==> src/rtl/seg_display_if.sv <==
// Bundles the load/data inputs and the segment/tick outputs of seg_display.
// The bus master drives the hex word and strobes; the slave returns the segment pins.
interface seg_display_if #(
  parameter int NUM_DIGITS = 8
);
  logic [4*NUM_DIGITS-1:0] i_data;
  logic [NUM_DIGITS-1:0]   i_dp;
  logic [NUM_DIGITS-1:0]   i_blank;
  logic                    i_load;
  logic [1:0]              i_mode;
  logic [8*NUM_DIGITS-1:0] o_seg;
  logic                    o_tick;

  modport master (
    output i_data, i_dp, i_blank, i_load, i_mode,
    input  o_seg, o_tick
  );

  modport slave (
    input  i_data, i_dp, i_blank, i_load, i_mode,
    output o_seg, o_tick
  );
endinterface

==> src/rtl/seg_display.sv <==
// N-digit hex 7-segment controller with static, scroll-left and blink modes.
// Shadow registers hold the loaded word; a free-running prescaler paces scroll and blink.
module seg_display #(
  parameter int NUM_DIGITS = 8,
  parameter int CLK_DIV    = 5000000,
  parameter int ACTIVE_LOW = 1
) (
  input  logic          clk,
  input  logic          rst,
  seg_display_if.slave  bus
);
  localparam int CNT_W = $clog2(CLK_DIV);
  localparam int OFF_W = (NUM_DIGITS > 1) ? $clog2(NUM_DIGITS) : 1;
  localparam logic [7:0] SEG_OFF = (ACTIVE_LOW != 0) ? 8'hFF : 8'h00;

  typedef enum logic [1:0] {
    MODE_STATIC = 2'b00,
    MODE_SCROLL = 2'b01,
    MODE_BLINK  = 2'b10,
    MODE_RSVD   = 2'b11
  } mode_e;

  function automatic logic [7:0] glyph(input logic [3:0] nib);
    case (nib)
      4'h0: return 8'hFC;  4'h1: return 8'h60;  4'h2: return 8'hDA;  4'h3: return 8'hF2;
      4'h4: return 8'h66;  4'h5: return 8'hB6;  4'h6: return 8'hBE;  4'h7: return 8'hE0;
      4'h8: return 8'hFE;  4'h9: return 8'hF6;  4'hA: return 8'hEE;  4'hB: return 8'h3E;
      4'hC: return 8'h9C;  4'hD: return 8'h7A;  4'hE: return 8'h9E;  default: return 8'h8E;
    endcase
  endfunction

  logic [4*NUM_DIGITS-1:0] data_q, data_d;
  logic [NUM_DIGITS-1:0]   dp_q, dp_d, blank_q, blank_d;
  logic [CNT_W-1:0]        cnt_q, cnt_d;
  logic [OFF_W-1:0]        off_q, off_d;
  logic                    blink_q, blink_d;
  mode_e                   mode_q, mode_d;
  logic                    tick_q, tick_d;
  logic [8*NUM_DIGITS-1:0] seg_q, seg_d;
  logic                    wrap, mode_chg;

  // NOTE: every always_comb output gets a default first so no path can infer a latch.
  always_comb begin
    data_d   = data_q;
    dp_d     = dp_q;
    blank_d  = blank_q;
    mode_d   = mode_e'(bus.i_mode);
    mode_chg = (mode_e'(bus.i_mode) != mode_q);
    wrap     = (cnt_q == CNT_W'(CLK_DIV - 1));
    tick_d   = wrap;
    cnt_d    = wrap ? '0 : cnt_q + CNT_W'(1);
    off_d    = '0;
    blink_d  = 1'b1;

    if (bus.i_load) begin
      data_d  = bus.i_data;
      dp_d    = bus.i_dp;
      blank_d = bus.i_blank;
    end

    // A mode change restarts the display timebase so the new mode begins from a clean phase.
    if (mode_chg) begin
      cnt_d = '0;
    end else if (mode_q == MODE_SCROLL) begin
      off_d = off_q;
      if (wrap) off_d = (off_q == OFF_W'(NUM_DIGITS - 1)) ? '0 : off_q + OFF_W'(1);
    end else if (mode_q == MODE_BLINK) begin
      blink_d = wrap ? ~blink_q : blink_q;
    end
  end

  always_comb begin : render
    int         src;
    logic [7:0] glyph_v;
    seg_d = '0;
    for (int j = 0; j < NUM_DIGITS; j++) begin
      // Sum is below 2*NUM_DIGITS, so one conditional subtract is an exact modulo.
      src = j + int'(off_q);
      if (src >= NUM_DIGITS) src = src - NUM_DIGITS;
      glyph_v = glyph(data_q[4*src +: 4]) | {7'b0, dp_q[src]};
      if (blank_q[src] || !blink_q) glyph_v = 8'h00;
      seg_d[8*j +: 8] = (ACTIVE_LOW != 0) ? ~glyph_v : glyph_v;
    end
  end

  // NOTE: sequential state uses non-blocking assignments so all flops sample pre-edge values.
  always_ff @(posedge clk) begin
    if (rst) begin
      data_q  <= '0;
      dp_q    <= '0;
      blank_q <= '0;
      cnt_q   <= '0;
      off_q   <= '0;
      blink_q <= 1'b1;
      mode_q  <= MODE_STATIC;
      tick_q  <= 1'b0;
      seg_q   <= {NUM_DIGITS{SEG_OFF}};
    end else begin
      data_q  <= data_d;
      dp_q    <= dp_d;
      blank_q <= blank_d;
      cnt_q   <= cnt_d;
      off_q   <= off_d;
      blink_q <= blink_d;
      mode_q  <= mode_d;
      tick_q  <= tick_d;
      seg_q   <= seg_d;
    end
  end

  assign bus.o_seg  = seg_q;
  assign bus.o_tick = tick_q;
endmodule

==> src/flat_wrapper.sv <==
// flat-port wrapper written by rule: the top's interface ports become plain ports
module seg_display_flat 
#(
  parameter int NUM_DIGITS = 8,
  parameter int CLK_DIV    = 5000000,
  parameter int ACTIVE_LOW = 1
)
  (clk, rst, bus_i_data, bus_i_dp, bus_i_blank, bus_i_load, bus_i_mode, bus_o_seg, bus_o_tick);
  seg_display_if #(.NUM_DIGITS(NUM_DIGITS)) bus_i ();
  input  logic clk;
  input  logic rst;
  input wire logic [$bits(bus_i.i_data)-1:0] bus_i_data;
  input wire logic [$bits(bus_i.i_dp)-1:0] bus_i_dp;
  input wire logic [$bits(bus_i.i_blank)-1:0] bus_i_blank;
  input wire logic [$bits(bus_i.i_load)-1:0] bus_i_load;
  input wire logic [$bits(bus_i.i_mode)-1:0] bus_i_mode;
  output wire logic [$bits(bus_i.o_seg)-1:0] bus_o_seg;
  output wire logic [$bits(bus_i.o_tick)-1:0] bus_o_tick;
  assign bus_i.i_data = bus_i_data;
  assign bus_i.i_dp = bus_i_dp;
  assign bus_i.i_blank = bus_i_blank;
  assign bus_i.i_load = bus_i_load;
  assign bus_i.i_mode = bus_i_mode;
  assign bus_o_seg = bus_i.o_seg;
  assign bus_o_tick = bus_i.o_tick;
  seg_display #(.NUM_DIGITS(NUM_DIGITS), .CLK_DIV(CLK_DIV), .ACTIVE_LOW(ACTIVE_LOW)) u_core (.clk(clk), .rst(rst), .bus(bus_i));
endmodule
==> config.mk <==
export PLATFORM = sky130hd
export DESIGN_NAME = seg_display_flat
export DESIGN_NICKNAME = d
export VERILOG_FILES = /design/src/rtl/seg_display_if.sv /design/src/rtl/seg_display.sv /design/src/flat_wrapper.sv
export SDC_FILE = /design/constraint.sdc
export NUM_CORES = 1
export LEC_CHECK = 0
export ABC_AREA = 1
export BUFFER_PORTS_ARGS = -buffer_cell sky130_fd_sc_hd__buf_2
export CORE_UTILIZATION = 50
export DETAILED_ROUTE_END_ITERATION = 10
export GPL_TIMING_DRIVEN = 0
export PLACE_DENSITY = 0.78
export SLEW_MARGIN = 20
export SYNTH_ARGS = -nofsm -noshare
export SYNTH_HDL_FRONTEND = slang
export SYNTH_SLANG_ARGS = --single-unit
==> constraint.sdc <==
create_clock -name clk -period 3.6 [get_ports clk]
set_clock_uncertainty 0.15 [all_clocks]
set_input_delay 0.54 -clock clk [delete_from_list [all_inputs] [get_ports clk]]
set_output_delay 0.54 -clock clk [all_outputs]
set_load 0.01 [all_outputs]
==> impl_metrics.env, run 1 <==
export IMPL_dp_cells=1651
export IMPL_grt_pass1_wl_um=37700
export IMPL_yosysUniqueCellTypes=43
export IMPL_synth_seq_area_share=0.322
export IMPL_core_mm2=0.0173
export IMPL_cp_max_fo=13
export IMPL_htreeDepth=4
export IMPL_synth_cells=1310
export IMPL_drt_antenna_violating_nets=0
export IMPL_postSynthAreaPerCell_um2=6.74
export IMPL_final_nets=1553
export IMPL_end_kind="register"
export IMPL_power_density_mw_per_mm2=409
export IMPL_yosysWarningCount=0
export IMPL_irDropWorstVdd_mv=0.370
export IMPL_rr_startpoint="u_core.off_q[1]"
export IMPL_grt_antenna_before_repair=0
export IMPL_synth_top_area_share=0.322
export IMPL_hold_class="in2reg"
export IMPL_drt_total_wl_um=23700
export IMPL_syn_cell_area_mm2=0.00883
export IMPL_tns_ns=0
export IMPL_crit_start="u_core.off_q[1]"
export IMPL_synth_top_cell_by_area="dfxtp_1"
export IMPL_period_needed_ns=3.28
export IMPL_drt_pass1_iterations=6
export IMPL_r2r_slack_ns=0.32
export IMPL_r2r_end="u_core.bus.o_seg[10]"
export IMPL_path_class="reg2reg"
export IMPL_cts_sink_count=142
export IMPL_post_cts_buffers=0
export IMPL_rows=48
export IMPL_ys_flop_type="dfxtp_1"
export IMPL_remaining_drc_errors=0
export IMPL_worstPathArrival_ns=3.44
export IMPL_via_count=8973
export IMPL_reg2regPathDepth=17
export IMPL_synth_edf_count=0
export IMPL_cts_root_buf="clkbuf_16"
export IMPL_cts_buffers=17
export IMPL_finalCritPeriodShare=0.911
export IMPL_start_util=0.510
export IMPL_slew_headroom=0.506
export IMPL_synth_nets=1418
export IMPL_cts_tree="yes"
export IMPL_crit_chain="buf_2, inv_2, buf_2, ha_1, buf_6, inv_2, buf_2, nand3_1, nand2_1, nand2_1, nand2_1, inv_1, ha_1, nand2_2, o21ai_1, nand2_1, nand3_1"
export IMPL_ctsHoldBuffers=0
export IMPL_layout_drive_gt1_share=0.184
export IMPL_io_pins=118
export IMPL_portBuffers=116
export IMPL_grt_setup_unrepaired="false"
export IMPL_hold_violations=0
export IMPL_ys_ff_latch=142
export IMPL_clk_pin_slew_ns=0.06
export IMPL_max_freq_ghz=0.305
export IMPL_n_fill_cell=1593
export IMPL_setup_viol=0
export IMPL_fin_util=0.597
export IMPL_dieArea_mm2=0.0182
export IMPL_dieHeight_um=135
export IMPL_drv_cap=0
export IMPL_crit_end="u_core.bus.o_seg[10]"
export IMPL_cp_num_cells=17
export IMPL_avgViaCountPerCell=5.33
export IMPL_grtUsageTotal=0.261
export IMPL_maxSlewViolCount=0
export IMPL_required_ns=3.76
export IMPL_cp_num_buf_inv=7
export IMPL_slowest_delay_ns=0.43
export IMPL_fin_cells=1683
export IMPL_antenna_cells=0
export IMPL_worst_path_most_repeated_cell="nand2_1"
export IMPL_drt_initial_drc_count=695
export IMPL_crit_slowest_cell="dfxtp_1"
export IMPL_first_global_vias=7969
export IMPL_routedWlPerCell_um=14.1
export IMPL_synthToLayoutAreaGrowth_pct=17.1
export IMPL_clk_latency_ns=0.43
export IMPL_chipWidth_um=135
export IMPL_place_congestion=0.970
export IMPL_worstMarginPinSlew_ns=0.738
export IMPL_grt_max_degree=17
export IMPL_post_cts_resized=0
export IMPL_critPathTopFamily="buffers and inverters"
export IMPL_yosys_top_cells_area="dfxtp_1, nand2_1, nand3_1"
export IMPL_clock_path_buffers=2
export IMPL_grt_ovfl_total=0
export IMPL_cellLeakagePower_uw=0.00480
export IMPL_ys_async_sr_fraction=0
export IMPL_place_hpwl_um=17900
export IMPL_power_uw=4220
export IMPL_outcome="complete, no violations"
export IMPL_critical_path_startpoint_type="register"
-- worst min path at each step --
| stage | startpoint | to | slack, ns | depth (start not counted) |
|---|---|---|---|---|
| 2_1_floorplan | u_core.mode_q[1] | u_core.blink_q | 0.26 | 1 |
| 3_3_place_gp | u_core.mode_q[1] | u_core.blink_q | 0.28 | 1 |
| 5_1_grt | bus_i_data[2] | u_core.data_q[2] | 0.20 | 3 |
| 4_1_cts | bus_i_data[0] | u_core.data_q[0] | 0.20 | 3 |
| 3_5_place_dp | u_core.mode_q[1] | u_core.blink_q | 0.29 | 1 |
| 6_report | bus_i_data[0] | u_core.data_q[0] | 0.20 | 3 |
-- logic make-up after synthesis --
family / count (synthesis) / synth area share
AOI/OAI and AO/OA: 121 / 0.0798
xor gates and xnor gates: 11 / 0.0147
adders and majority gates: 55 / 0.0780
buffers and inverters: 149 / 0.0801
DFF: 142 / 0.322
and+or+nand+nor: 832 / 0.425
-- worst register-to-register path, cell delays in order (launching register included) --
cell     delay (ns)
dfxtp_1        0.43
buf_2          0.23
inv_2          0.10
buf_2          0.23
ha_1           0.32
buf_6          0.14
inv_2          0.11
buf_2          0.23
nand3_1        0.17
nand2_1        0.14
nand2_1        0.06
nand2_1        0.21
inv_1          0.12
ha_1           0.23
nand2_2        0.09
o21ai_1        0.07
nand2_1        0.07
nand3_1        0.06
-- layer usage --
| layer | up-vias | share of wire | track usage |
|---|---|---|---|
| met3 | 39 | 0.073 | 0.0439 |
| met1 | 4068 | 0.45 | 0.358 |
| met4 | 0 | 0.019 | 0.0893 |
| met2 | 329 | 0.45 | 0.415 |
| met5 | - | 0 | 0 |
| li1 | 4537 | - | - |
-- area by class of cell --
| cell class | count | area (um^2) | share of cell area |
|---|---|---|---|
| Buffer | 50 | 333 | 0.0322 |
| Clock inverter | 14 | 214 | 0.0207 |
| Timing Repair Buffer | 116 | 581 | 0.0562 |
| Multi-Input combinational cell | 1019 | 5280 | 0.511 |
| Clock buffer | 18 | 429 | 0.0415 |
| Inverter | 99 | 374 | 0.0362 |
| Tap cell | 225 | 282 | 0.0272 |
| Sequential cell | 142 | 2840 | 0.275 |
-- sequential cells by signal, summed over array words and instances (netlist names) --
signal and cells:
u_core.bus.o_seg 64, u_core.blank_q 8, u_core.cnt_q 23, u_core.dp_q 8, u_core.mode_q 2, u_core.off_q 3
u_core.data_q 32, u_core.bus.o_tick 1, u_core.blink_q 1
-- synthesized netlist by cell type (4+ instances only) --
library cell and instances:
o211ai_1 14, buf_1 4, a21oi_1 51, ha_1 55, nor2_1 75, dfxtp_1 142, inv_1 80, buf_4 6
inv_2 17, buf_6 13, o21ai_0 26, buf_2 11, xor2_1 7, nand3_1 210, nand3_2 18, nand2_1 449
nand4_1 16, o21ai_1 14, nand2_2 29, a211oi_1 10, nand2_4 5, or2_2 5, clkbuf_1 15, nor3_1 9
-- through the flow --
step | setup slack (ns) | hold slack, ns | cell area, um^2
after floorplan | 0.882 | 0.265 | 8830
after global placement | 0.429 | 0.278 | 9690
after detailed placement | 0.415 | 0.291 | 9690
after CTS | 0.371 | 0.197 | 10300
after global routing | 0.0658 | 0.203 | 10300
final | 0.322 | 0.204 | 10300
-- power by group --
group / switching [uW] / internal [uW] / leakage, uW
clock network: 716 / 1230 / 0.000319
registers: 47.3 / 1670 / 0.00117
logic: 356 / 204 / 0.00330
-- cell usage in the layout, fill, tap and decap left out, types with 4 or more instances in the layout --
| master | Yosys | layout |
|---|---|---|
| a211oi_1 | 10 | 10 |
| a21oi_1 | 51 | 51 |
| buf_1 | 4 | 4 |
| buf_2 | 11 | 127 |
| buf_4 | 6 | 6 |
| buf_6 | 13 | 13 |
| bufinv_16 | 0 | 5 |
| clkbuf_1 | 15 | 16 |
| clkbuf_16 | 0 | 17 |
| clkinv_2 | 0 | 4 |
| dfxtp_1 | 142 | 142 |
| ha_1 | 55 | 55 |
| inv_1 | 80 | 80 |
| inv_2 | 17 | 17 |
| nand2_1 | 449 | 449 |
| nand2_2 | 29 | 29 |
| nand2_4 | 5 | 5 |
| nand3_1 | 210 | 210 |
| nand3_2 | 18 | 18 |
| nand4_1 | 16 | 16 |
| nor2_1 | 75 | 75 |
| nor3_1 | 9 | 9 |
| o211ai_1 | 14 | 14 |
| o21ai_0 | 26 | 26 |
| o21ai_1 | 14 | 14 |
| or2_2 | 5 | 5 |
| xor2_1 | 7 | 7 |
Power figures use the tool's default switching activity.
==> inputs of run 2 (changes only) <==
--- a/config.mk
+++ b/config.mk
@@ -7,10 +7,11 @@
 export LEC_CHECK = 0
 export ABC_AREA = 1
 export BUFFER_PORTS_ARGS = -buffer_cell sky130_fd_sc_hd__buf_2
-export CORE_UTILIZATION = 50
+export CORE_UTILIZATION = 25
 export DETAILED_ROUTE_END_ITERATION = 10
 export GPL_TIMING_DRIVEN = 0
-export PLACE_DENSITY = 0.78
+export MAX_ROUTING_LAYER = met4
+export PLACE_DENSITY = 0.48
 export SLEW_MARGIN = 20
 export SYNTH_ARGS = -nofsm -noshare
 export SYNTH_HDL_FRONTEND = slang
==> constraint.sdc (replaced) <==
create_clock -name clk -period 4.06 [get_ports clk]
set_clock_uncertainty 0.15 [all_clocks]
set_input_delay 0.609 -clock clk [delete_from_list [all_inputs] [get_ports clk]]
set_output_delay 0.609 -clock clk [all_outputs]
set_load 0.01 [all_outputs]
==> impl_metrics.env, run 2 (synthesis gave the netlist of run 1 again) <==
export IMPL_outcome="complete, no violations"
export IMPL_start_util=0.255
export IMPL_tns_ns=0
export IMPL_synthToLayoutAreaGrowth_pct=19.8
export IMPL_critPathTopFamily="buffers and inverters"
export IMPL_post_cts_buffers=0
export IMPL_final_nets=1553
export IMPL_remaining_drc_errors=0
export IMPL_grt_antenna_before_repair=0
export IMPL_cts_root_buf="clkbuf_16"
export IMPL_rows=68
export IMPL_drt_total_wl_um=28500
export IMPL_place_congestion=0.880
export IMPL_grt_pass1_wl_um=45000
export IMPL_final_cell_mix="nand2_1, nand3_1, dfxtp_1"
export IMPL_power_uw=3670
export IMPL_max_freq_ghz=0.297
export IMPL_chipWidth_um=190
export IMPL_clk_pin_slew_ns=0.07
export IMPL_ctsHoldBuffers=0
export IMPL_drt_initial_drc_count=509
export IMPL_power_density_mw_per_mm2=348
export IMPL_worstPathArrival_ns=3.52
export IMPL_grt_ovfl_total=0
export IMPL_crit_chain="buf_2, inv_2, buf_2, ha_1, buf_6, inv_2, buf_4, nand3_1, nand2_1, nand2_1, nand2_1, inv_1, ha_1, nand2_2, o21ai_1, nand2_1, nand3_1"
export IMPL_slew_headroom=0.464
export IMPL_cts_tree="yes"
export IMPL_cp_max_fo=13
export IMPL_drv_cap=0
export IMPL_layout_commonest_cell="nand2_1"
export IMPL_portBuffers=116
export IMPL_slowest_delay_ns=0.46
export IMPL_clk_latency_ns=0.44
export IMPL_drt_pass1_iterations=5
export IMPL_place_hpwl_um=22200
export IMPL_cp_num_buf_inv=7
export IMPL_grt_max_degree=17
export IMPL_worstMarginPinSlew_ns=0.801
export IMPL_routedWlPerCell_um=14.9
export IMPL_worst_path_most_repeated_cell="nand2_1"
export IMPL_cts_sink_count=142
export IMPL_io_pins=118
export IMPL_required_ns=4.22
export IMPL_avgViaCountPerCell=4.55
export IMPL_htreeDepth=4
export IMPL_post_cts_resized=0
export IMPL_grt_setup_unrepaired="false"
export IMPL_period_needed_ns=3.36
export IMPL_dieHeight_um=190
export IMPL_grtUsageTotal=0.167
export IMPL_critical_path_startpoint_type="register"
export IMPL_end_kind="register"
export IMPL_first_global_vias=8324
export IMPL_core_mm2=0.0346
export IMPL_maxSlewViolCount=0
export IMPL_largest_reg_flops=64
export IMPL_hold_class="in2reg"
export IMPL_setup_viol=0
export IMPL_cts_buffers=17
export IMPL_finalCritPeriodShare=0.828
export IMPL_antenna_cells=0
export IMPL_layout_drive_gt1_share=0.184
export IMPL_path_class="reg2reg"
export IMPL_clock_path_buffers=2
export IMPL_hold_violations=0
export IMPL_crit_slowest_cell="dfxtp_1"
export IMPL_hold_slack_ns=0.272
export IMPL_dieArea_mm2=0.0361
export IMPL_irDropWorstVdd_mv=0.304
export IMPL_drt_antenna_violating_nets=0
export IMPL_fin_util=0.305
export IMPL_cellLeakagePower_uw=0.00476
export IMPL_via_count=8707
[run 2: cell count changes in the layout (fill, tap and decap cells not counted), sizes merged]
cell | before | now
bufinv | 5 | 2
clkinv | 7 | 2
clkbuf | 33 | 34
clkinvlp | 0 | 4
inv | 101 | 104
[run 2: metal layers]
| metal | part of all wire | track usage | wire length (um) |
|---|---|---|---|
| met1 | 0.49 | 0.223 | 14000 |
| met2 | 0.45 | 0.256 | 12900 |
| met3 | 0.042 | 0.0290 | 1190 |
| met4 | 0.015 | 0.0506 | 422 |
| met5 | 0 | - | 0 |
[run 2: worst paths after layout]
path / start / end / slack [ns] / cells past startpoint
max: u_core.off_q[1] / u_core.bus.o_seg[10] / 0.70 / 17
min: bus_i_data[0] / u_core.data_q[0] / 0.27 / 3
max reg2reg: u_core.off_q[1] / u_core.bus.o_seg[10] / 0.70 / 17
min reg2reg: u_core.mode_q[1] / u_core.blink_q / 0.30 / 1
[run 2: power breakdown]
group          internal [uW]  switching, uW
Combinational            181            332
Sequential              1480           43.5
Clock                    936            704
[run 2: final cells by class]
| type | instances | area [um^2] |
|---|---|---|
| Fill cell | 3816 | 24100 |
| Multi-Input combinational cell | 1019 | 5280 |
| Sequential cell | 142 | 2840 |
| Timing Repair Buffer | 116 | 581 |
| Tap cell | 455 | 569 |
| Clock buffer | 19 | 443 |
| Inverter | 99 | 374 |
| Buffer | 50 | 333 |
| Clock inverter | 13 | 154 |
[run 2: worst min-delay path: stages]
cell and delay [ns]:
buf_2 0.10, nand2_1 0.04, a21oi_1 0.05
[run 2: per-stage QoR]
stage,instances,cell area [um^2],setup WS (ns)
final,1913,10600,0.698
after global routing,1913,10600,0.451
after CTS,1913,10600,0.736
after detailed placement,1881,9980,0.756
after global placement,1881,9980,0.746
after floorplan,1310,8830,1.34
==> inputs of run 3 (changes only) <==
==> constraint.sdc (replaced) <==
create_clock -name clk -period 3.35 [get_ports clk]
set_clock_uncertainty 0.15 [all_clocks]
set_input_delay 0.5025 -clock clk [delete_from_list [all_inputs] [get_ports clk]]
set_output_delay 0.5025 -clock clk [all_outputs]
set_load 0.01 [all_outputs]
==> impl_metrics.env, run 3 (synthesis gave the netlist of run 1 again) <==
export IMPL_synthToLayoutAreaGrowth_pct=20.0
export IMPL_period_needed_ns=3.16
export IMPL_post_cts_resized=0
export IMPL_first_global_vias=8324
export IMPL_hold_class="in2reg"
export IMPL_regArea_mm2=0.00284
export IMPL_routedWlPerCell_um=14.9
export IMPL_worstPathArrival_ns=3.33
export IMPL_clk_latency_ns=0.44
export IMPL_multi_input_area_mm2=0.00529
export IMPL_clk_pin_slew_ns=0.07
export IMPL_slew_headroom=0.461
export IMPL_drt_total_wl_um=28500
export IMPL_hold_violations=0
export IMPL_critical_path_startpoint_type="register"
export IMPL_finalWorstSetupSlack_ns=0.194
export IMPL_io_pins=118
export IMPL_htreeDepth=4
export IMPL_finalCritPeriodShare=0.942
export IMPL_rows=68
export IMPL_end_kind="register"
export IMPL_largest_reg_flops=64
export IMPL_cts_buffers=17
export IMPL_grt_setup_unrepaired="false"
export IMPL_cts_root_buf="clkbuf_16"
export IMPL_remaining_drc_errors=0
export IMPL_dieHeight_um=190
export IMPL_maxSlewViolCount=0
export IMPL_outcome="complete, no violations"
export IMPL_dp_slack_ns=0.0461
export IMPL_path_class="reg2reg"
export IMPL_crit_start="u_core.off_q[1]"
export IMPL_power_density_mw_per_mm2=420
export IMPL_max_freq_ghz=0.317
export IMPL_core_mm2=0.0346
export IMPL_start_util=0.255
export IMPL_cts_tree="yes"
export IMPL_cp_max_fo=13
export IMPL_avgViaCountPerCell=4.56
export IMPL_drt_antenna_violating_nets=0
export IMPL_final_cell_mix="nand2_1, nand3_1, dfxtp_1"
export IMPL_portBuffers=116
export IMPL_layout_drive_gt1_share=0.189
export IMPL_via_count=8711
export IMPL_grt_ovfl_total=0
export IMPL_cellLeakagePower_uw=0.00477
export IMPL_rr_startpoint="u_core.off_q[1]"
export IMPL_antenna_cells=0
export IMPL_tns_ns=0
export IMPL_grt_max_degree=17
export IMPL_final_nets=1552
export IMPL_clock_path_buffers=2
export IMPL_dieArea_mm2=0.0361
export IMPL_drt_pass1_iterations=5
export IMPL_worstMarginPinSlew_ns=0.806
export IMPL_grt_pass1_wl_um=45000
export IMPL_chipWidth_um=190
export IMPL_drt_initial_drc_count=577
export IMPL_setup_viol=0
export IMPL_post_cts_buffers=0
export IMPL_place_hpwl_um=22200
export IMPL_ctsHoldBuffers=0
export IMPL_n_fill_cell=3816
export IMPL_grt_antenna_before_repair=0
export IMPL_drv_cap=0
export IMPL_required_ns=3.52
export IMPL_grtUsageTotal=0.167
export IMPL_cts_sink_count=142
export IMPL_place_congestion=0.880
export IMPL_hp_start="bus_i_mode[1]"
export IMPL_irDropWorstVdd_mv=0.369
export IMPL_layout_commonest_cell="nand2_1"
-- run 3: cell types whose count changed in the layout (fill, tap and decap cells not counted), sizes merged --
cell | previous run | this run
buf | 151 | 148
clkbuf | 34 | 36
-- run 3: per-stage QoR --
stage	power (uW)	cells	instance area (um^2)	util	hold slack, ns
after floorplan	2260	1310	8830	-	0.265
after global placement	2510	1881	9980	0.288	0.278
after detailed placement	2510	1881	9980	0.288	0.283
after CTS	4520	1913	10600	0.305	0.139
after global routing	4680	1912	10600	0.306	0.163
final	4450	1912	10600	0.306	0.165
-- run 3: power breakdown --
part / total (uW) / internal [uW] / switching [uW]
clock network: 1990 / 1130 / 851
registers: 1840 / 1790 / 52.6
logic: 622 / 220 / 402
total: 4450 / 3150 / 1310
-- run 3: final cells by class --
class / instances / area share
Inverter: 99 / 0.0353
Clock inverter: 13 / 0.0145
Buffer: 49 / 0.0317
Sequential cell: 142 / 0.269
Multi-Input combinational cell: 1019 / 0.499
Clock buffer: 19 / 0.0418
Tap cell: 455 / 0.0538
Timing Repair Buffer: 116 / 0.0548
-- run 3: path summary, 6_finish.rpt --
check / endpoint / slack (ns) / depth (start not counted)
worst max-delay path: u_core.bus.o_seg[12] / 0.19 / 17
worst min-delay path: u_core.mode_q[1] / 0.16 / 3
worst max register to register: u_core.bus.o_seg[12] / 0.19 / 17
worst min register to register: u_core.blink_q / 0.30 / 1
-- run 3: critical path, cell delays in order (launching register included) --
cell	delay (ns)
dfxtp_2	0.39
buf_2	0.22
inv_2	0.10
clkbuf_4	0.23
ha_1	0.31
buf_6	0.14
inv_2	0.12
buf_4	0.22
nand3_1	0.15
nand2_1	0.11
nand2_1	0.06
nand2_2	0.14
inv_1	0.09
ha_1	0.22
nand2_1	0.11
o21ai_0	0.11
nand2_1	0.07
nand3_1	0.06
-- run 3: metal layers --
metal / GRT usage / share of wire
met5: - / 0
met4: 0.0506 / 0.015
met3: 0.0290 / 0.038
met2: 0.256 / 0.45
met1: 0.223 / 0.49
